File: src/rtl/pipeline_ctrl_pkg.sv
// Shared types and encodings for the MIPS pipeline hazard/sequencing controller.
package pipeline_ctrl_pkg;

  typedef enum logic {
    RUN     = 1'b0,
    MD_WAIT = 1'b1
  } state_e;

  localparam logic [1:0] PCSRC_NONE   = 2'd0;
  localparam logic [1:0] PCSRC_BRANCH = 2'd1;
  localparam logic [1:0] PCSRC_JUMP   = 2'd2;
  localparam logic [1:0] PCSRC_JR     = 2'd3;

  localparam logic [4:0] REG_ZERO = 5'd0;

endpackage

File: src/rtl/pipeline_ctrl_load_use.sv
// Combinational load-use hazard compare between the load in EX and the sources of the ID instruction.
// A load to $zero never creates a hazard.
module load_use_detect
  import pipeline_ctrl_pkg::*;
(
  input  logic       ex_mem_rden_i,
  input  logic [4:0] ex_rt_i,
  input  logic [4:0] id_rs_i,
  input  logic [4:0] id_rt_i,
  input  logic       id_uses_rt_i,
  output logic       load_use_o
);

  assign load_use_o = ex_mem_rden_i && (ex_rt_i != REG_ZERO) &&
                      ((ex_rt_i == id_rs_i) || (id_uses_rt_i && (ex_rt_i == id_rt_i)));

endmodule

File: src/rtl/pipeline_ctrl.sv
// Hazard controller: load-use bubbles, redirect squashes, multiply/divide front-end hold
// with a watchdog, and a saturating stall-cycle counter. Hazard outputs are combinational.
module pipeline_ctrl
  import pipeline_ctrl_pkg::*;
#(
  parameter int MD_MAX_CYCLES = 40,
  parameter int STALL_CNT_W   = 16
) (
  input  logic                   clock,
  input  logic                   reset,
  input  logic [4:0]             ID_RS,
  input  logic [4:0]             ID_RT,
  input  logic                   ID_UsesRT,
  input  logic                   ID_MD,
  input  logic                   EX_MEM_RDEN,
  input  logic [4:0]             EX_RT,
  input  logic [1:0]             EX_PCSrc,
  input  logic                   MD_DONE,
  input  logic                   Stall_Clr,
  output logic                   PC_Write,
  output logic                   IF_ID_Write,
  output logic                   IF_ID_Flush,
  output logic                   ID_EX_Flush,
  output logic                   MD_Start,
  output logic                   MD_Busy,
  output logic                   MD_Error,
  output logic [STALL_CNT_W-1:0] Stall_Cycles
);

  localparam int WD_W = (MD_MAX_CYCLES > 2) ? $clog2(MD_MAX_CYCLES) : 1;
  localparam logic [WD_W-1:0] WD_LAST = WD_W'(MD_MAX_CYCLES - 1);

  state_e                 state_q, state_d;
  logic [WD_W-1:0]        wd_q, wd_d;
  logic                   busy_q, err_q, err_d;
  logic [STALL_CNT_W-1:0] stall_q;

  logic load_use, redirect;
  logic pc_w, ifid_w, ifid_fl, idex_fl, md_start;

  load_use_detect u_load_use (
    .ex_mem_rden_i (EX_MEM_RDEN),
    .ex_rt_i       (EX_RT),
    .id_rs_i       (ID_RS),
    .id_rt_i       (ID_RT),
    .id_uses_rt_i  (ID_UsesRT),
    .load_use_o    (load_use)
  );

  assign redirect = (EX_PCSrc != PCSRC_NONE);

  always_comb begin
    state_d  = state_q;
    wd_d     = wd_q;
    err_d    = 1'b0;
    pc_w     = 1'b1;
    ifid_w   = 1'b1;
    ifid_fl  = 1'b0;
    idex_fl  = 1'b0;
    md_start = 1'b0;
    unique case (state_q)
      RUN: begin
        if (redirect) begin
          ifid_fl = 1'b1;
          idex_fl = 1'b1;
        end else if (load_use) begin
          pc_w    = 1'b0;
          ifid_w  = 1'b0;
          idex_fl = 1'b1;
        end else if (ID_MD) begin
          md_start = 1'b1;
          state_d  = MD_WAIT;
          wd_d     = '0;
        end
      end
      MD_WAIT: begin
        if (MD_DONE) begin
          state_d = RUN;
          if (redirect) begin
            ifid_fl = 1'b1;
            idex_fl = 1'b1;
          end else if (load_use) begin
            pc_w    = 1'b0;
            ifid_w  = 1'b0;
            idex_fl = 1'b1;
          end
        end else begin
          wd_d = wd_q + 1'b1;
          // A redirect must still load the target PC even while the MD op is outstanding.
          if (redirect) begin
            ifid_fl = 1'b1;
            idex_fl = 1'b1;
          end else begin
            pc_w    = 1'b0;
            ifid_w  = 1'b0;
            idex_fl = 1'b1;
          end
          if (wd_q == WD_LAST) begin
            state_d = RUN;
            wd_d    = '0;
            err_d   = 1'b1;
          end
        end
      end
      default: state_d = RUN;
    endcase
  end

  always_ff @(posedge clock or negedge reset) begin
    if (!reset) begin
      state_q <= RUN;
      wd_q    <= '0;
      busy_q  <= 1'b0;
      err_q   <= 1'b0;
      stall_q <= '0;
    end else begin
      state_q <= state_d;
      wd_q    <= wd_d;
      busy_q  <= (state_d == MD_WAIT);
      err_q   <= err_d;
      if (Stall_Clr) begin
        stall_q <= '0;
      end else if (!pc_w && (stall_q != {STALL_CNT_W{1'b1}})) begin
        stall_q <= stall_q + 1'b1;
      end
    end
  end

  // Hold the front end and flush both pipeline registers for as long as reset is low.
  assign PC_Write     = reset & pc_w;
  assign IF_ID_Write  = reset & ifid_w;
  assign IF_ID_Flush  = ~reset | ifid_fl;
  assign ID_EX_Flush  = ~reset | idex_fl;
  assign MD_Start     = reset & md_start;
  assign MD_Busy      = busy_q;
  assign MD_Error     = err_q;
  assign Stall_Cycles = stall_q;

endmodule

File: config.mk
export PLATFORM = sky130hd
export DESIGN_NAME = pipeline_ctrl
export DESIGN_NICKNAME = d
export VERILOG_FILES = /design/src/rtl/pipeline_ctrl_pkg.sv /design/src/rtl/pipeline_ctrl_load_use.sv /design/src/rtl/pipeline_ctrl.sv
export SDC_FILE = /design/constraint.sdc
export NUM_CORES = 1
export LEC_CHECK = 0
export CORE_MARGIN = 2
export CORE_UTILIZATION = 51
export CTS_CLUSTER_DIAMETER = 40
export DETAILED_ROUTE_END_ITERATION = 7
export MAX_ROUTING_LAYER = met4
export PLACE_DENSITY = 0.83
export SETUP_SLACK_MARGIN = 0.2
export SLEW_MARGIN = 25
export SYNTH_ARGS = -nofsm -noshare
export SYNTH_HDL_FRONTEND = slang
export SYNTH_HIERARCHICAL = 1
export SYNTH_SLANG_ARGS = --single-unit
File: constraint.sdc
create_clock -name clock -period 5.7 [get_ports clock]
set_input_delay 1.14 -clock clock [delete_from_list [all_inputs] [get_ports clock]]
set_output_delay 1.14 -clock clock [all_outputs]
set_load 0.02 [all_outputs]
==> PnR_summary.wiki <==
{| class="wikitable"
! Metric !! Value
|-
| Critical path arrival || around 3.7 ns
|-
| Final nets || 239
|-
| Most instantiated flip-flop cell in the synthesis netlist || sky130_fd_sc_hd__dfrtp_1
|-
| Num rows || 20
|-
| Number of slew-limit violations in the final report || 0
|-
| Post-Route Skew || around 0.0077 ns
|-
| Number of buffer cells added on primary ports || 46
|-
| Routed wire length || 3850 microns
|-
| Global route total overflow || 0
|-
| Endpoint type of the worst setup path || output port
|-
| TritonCTS clock tree || built
|-
| Full die area || between 0.003 and 0.004 sq mm
|-
| Type of the setup path with the least slack || in2out
|-
| Share of flip-flops with an asynchronous set or reset after synthesis || 1.00
|-
| Sink count of the clock tree || 24
|-
| Net switching power of the design || 0.0000891 W
|-
| Maximum level of the CTS H-tree || 1
|-
| Crit path launch type || input pin
|-
| Starting utilization of the core area || 0.530
|-
| Antenna-violating nets left || 0
|-
| Largest cells by area after synthesis || sky130_fd_sc_hd__dfrtp_1, sky130_fd_sc_hd__mux2_1, sky130_fd_sc_hd__xor2_1
|-
| Final instance area || roughly 0.0021 sq mm
|-
| Iteration-0 DRC count of the detailed router || 49
|-
| Hold WC Path Type || reg2reg
|-
| Mean number of vias per cell || 6.00
|-
| Net switching share of the total power || 0.245
|-
| Number of inserted filler cells in the final layout || 239
|-
| Maximum number of pins on one net before global-route repair || 27
|-
| Unrepaired setup endpoints after global routing || false
|-
| Internal Pwr Total || 0.000274 W
|-
| Synthesized netlist cell count || between 150 and 200
|-
| Hold Violations, Final || 0
|-
| Area overhead of the layout relative to synthesis || 33.7%
|-
| Wirelength per Cell || approximately 16 microns
|-
| Proportion of layout cells with a drive suffix above 1 || 0.0802
|-
| Number of ports placed on the die boundary || 47
|-
| Required time at the worst-slack endpoint || 4.56 ns
|-
| Clock network fraction of design power || 0.351
|-
| Core Util, Final || 0.709
|-
| Setup bufs post-CTS || 0
|-
| Number of buffers on the longest clock path || 2
|-
| Tcrit/Tclk final || 0.853
|-
| Fmax || 0.206 GHz
|-
| Root cell of the clock tree || sky130_fd_sc_hd__clkbuf_4
|-
| Wire length of the first global-routing pass || 6390 microns
|-
| Number of antenna repair diodes || 0
|-
| Insertion delay to the later sink of the worst-skew pair || 0.33 ns
|-
| Cell Pwr Density || 171 mW/mm^2
|-
| Synth cell types || 45
|-
| Actual slew at the worst max-slew pin || 0.901 ns
|-
| Share of the synthesized area in the top cell type || 0.377
|-
| Count of instances resized after the clock tree is built || 0
|-
| GPL Wtd Cong || 0.776
|-
| Cts-stage hold buffer count || 0
|-
| HPWL after DPL || 2980 microns
|-
| Leakage power || 0.859 nW
|-
| Placeable core region || 0.00300 sq mm
|-
| Largest voltage drop on the vdd net || just under 0.1 mV
|-
| Clock slew at reported path FFs || 0.14 ns
|-
| Combinational Power Share || 0.158
|-
| Commonest non-fill, non-tap cells in the layout || sky130_fd_sc_hd__clkdlybuf4s50_1, sky130_fd_sc_hd__dfrtp_1, sky130_fd_sc_hd__nor2_1, sky130_fd_sc_hd__a21oi_1, sky130_fd_sc_hd__xor2_1
|-
| Synthesized net count || 192
|-
| Synth Cell Area || 0.00159 sq mm
|-
| Worst-path maximum fanout || 10
|-
| Initial DRT Pass Iterations || 4
|-
| Number of buffers inserted during clock tree synthesis || 3
|-
| Total Neg Setup Slack || 0 ns
|-
| Synth warn || 6
|-
| Via count of the first global-routing pass || 1,382
|-
| Fraction of power consumed by sequential logic || 0.490
|-
| Number of remaining DRC errors || 0
|-
| Normalized max-slew margin || 0.398
|-
| Total placed instance area || ~0.0021 sq mm
|-
| Final setup viols || 0
|-
| Largest area contributor in the synthesized netlist || sky130_fd_sc_hd__dfrtp_1
|-
| Mean cell area of the mapped netlist || 9.59 sq um
|-
| Routed vias || 1,471
|-
| Die Y-Extent || 59.9 microns
|-
| Antenna violations before repair || 0
|-
| Most common library cell in the layout ignoring fill and taps || sky130_fd_sc_hd__clkdlybuf4s50_1
|-
| Overall fraction of global-route tracks in use || 0.241
|-
| Proportion of synthesized chip area in sequential cells || 0.377
|-
| Number of maximum-capacitance violations || 0
|-
| Outcome || completed
|-
| Synth Register Bits || 24
|-
| Fin crit period || between 4 and 5 ns
|-
| Width of the die || approximately 60 microns
|-
| Number of flops mapped to enable cells by yosys || 0
|}
## cell type report
| class | instances | area (sq um) | share of cell area |
|---|---|---|---|
| inverters | 3 | 11.3 | 0.00529 |
| multi-input cells | 133 | 947 | 0.445 |
| clock inverters | 1 | 30.0 | 0.0141 |
| clock buffers | 3 | 22.5 | 0.0106 |
| well taps | 33 | 41.3 | 0.0194 |
| repair buffers | 48 | 475 | 0.223 |
| flip-flops and latches | 24 | 601 | 0.282 |
## layer usage
layer  track usage  vias up  wire length [microns]  part of all wire
li1              -      715                      -                 -
met3        0.0260        4                    136             0.035
met5             -        -                      0                 0
met2         0.415       47                   2020              0.53
met1         0.300      705                   1650              0.43
met4        0.0667        0                     42             0.011
## registers in the layout, summed over array words and instances, names as in the netlist
signal / count
wd_q: 6
MD_Busy: 1
MD_Error: 1
Stall_Cycles: 16
## cell families (layout without fill, tap and decap cells)
| family | after synthesis | in the layout | share of synthesized area |
|---|---|---|---|
| and+or+nand+nor | 78 | 78 | 0.305 |
| AOI/OAI and AO/OA | 33 | 33 | 0.152 |
| DFF | 24 | 24 | 0.377 |
| xor gates and xnor gates | 12 | 12 | 0.0660 |
| buffers and inverters | 9 | 55 | 0.0275 |
| muxes | 8 | 8 | 0.0566 |
| adders and majority gates | 2 | 2 | 0.0157 |
## critical path, stage by stage
cell	delay [ns]
sky130_fd_sc_hd__clkdlybuf4s50_1	0.48
sky130_fd_sc_hd__or4_1	0.55
sky130_fd_sc_hd__o21ai_1	0.15
sky130_fd_sc_hd__a21oi_1	0.06
sky130_fd_sc_hd__buf_4	0.17
sky130_fd_sc_hd__o21ai_2	0.34
sky130_fd_sc_hd__and2_1	0.21
sky130_fd_sc_hd__clkdlybuf4s50_1	0.62
## power groups by stage
stage          logic [W]  registers [W]  clock network, W
6_report       0.0000575       0.000178          0.000128
5_1_grt        0.0000624       0.000178          0.000134
4_1_cts        0.0000581       0.000178          0.000129
3_5_place_dp   0.0000579       0.000181                 0
3_3_place_gp   0.0000545       0.000180                 0
2_1_floorplan  0.0000242       0.000181                 0
## synthesized netlist by cell type, types with 3 or more instances
cell	count
sky130_fd_sc_hd__o21ai_1	5
sky130_fd_sc_hd__nor2_1	14
sky130_fd_sc_hd__o211ai_1	3
sky130_fd_sc_hd__inv_1	3
sky130_fd_sc_hd__nor3_1	5
sky130_fd_sc_hd__mux2_1	7
sky130_fd_sc_hd__or3_1	7
sky130_fd_sc_hd__nand4_1	3
sky130_fd_sc_hd__xnor2_1	3
sky130_fd_sc_hd__nand2_1	6
sky130_fd_sc_hd__o31ai_1	5
sky130_fd_sc_hd__a21oi_1	9
sky130_fd_sc_hd__nand3_1	8
sky130_fd_sc_hd__nor4_1	4
sky130_fd_sc_hd__a21o_1	3
sky130_fd_sc_hd__and3_1	5
sky130_fd_sc_hd__nand2b_1	3
sky130_fd_sc_hd__nor2b_1	7
sky130_fd_sc_hd__xor2_1	9
sky130_fd_sc_hd__dfrtp_1	24
sky130_fd_sc_hd__or4_1	3
## final timing paths
kind	start	to	slack, ns	cells after the start
worst max-delay path	EX_RT[1]	IF_ID_Write	0.84	8
worst min-delay path	Stall_Cycles[14]	Stall_Cycles[14]	0.56	1
worst max register to register	Stall_Cycles[0]	Stall_Cycles[7]	3.49	5
worst min register to register	Stall_Cycles[14]	Stall_Cycles[14]	0.56	1
max in group asynchronous	reset	Stall_Cycles[3]	4.29	2
min in group asynchronous	reset	Stall_Cycles[10]	1.16	2
## metrics by stage
step | hold WS, ns | power, W | cells | setup slack, ns
after floorplan | 0.468 | 0.000205 | 166 | 1.83
after global placement | 0.482 | 0.000235 | 241 | 0.982
after detailed placement | 0.529 | 0.000239 | 241 | 0.839
after CTS | 0.557 | 0.000364 | 245 | 0.840
after global routing | 0.585 | 0.000375 | 245 | 0.736
final | 0.560 | 0.000363 | 245 | 0.836
Note: power is estimated with default switching activity, not from simulation.
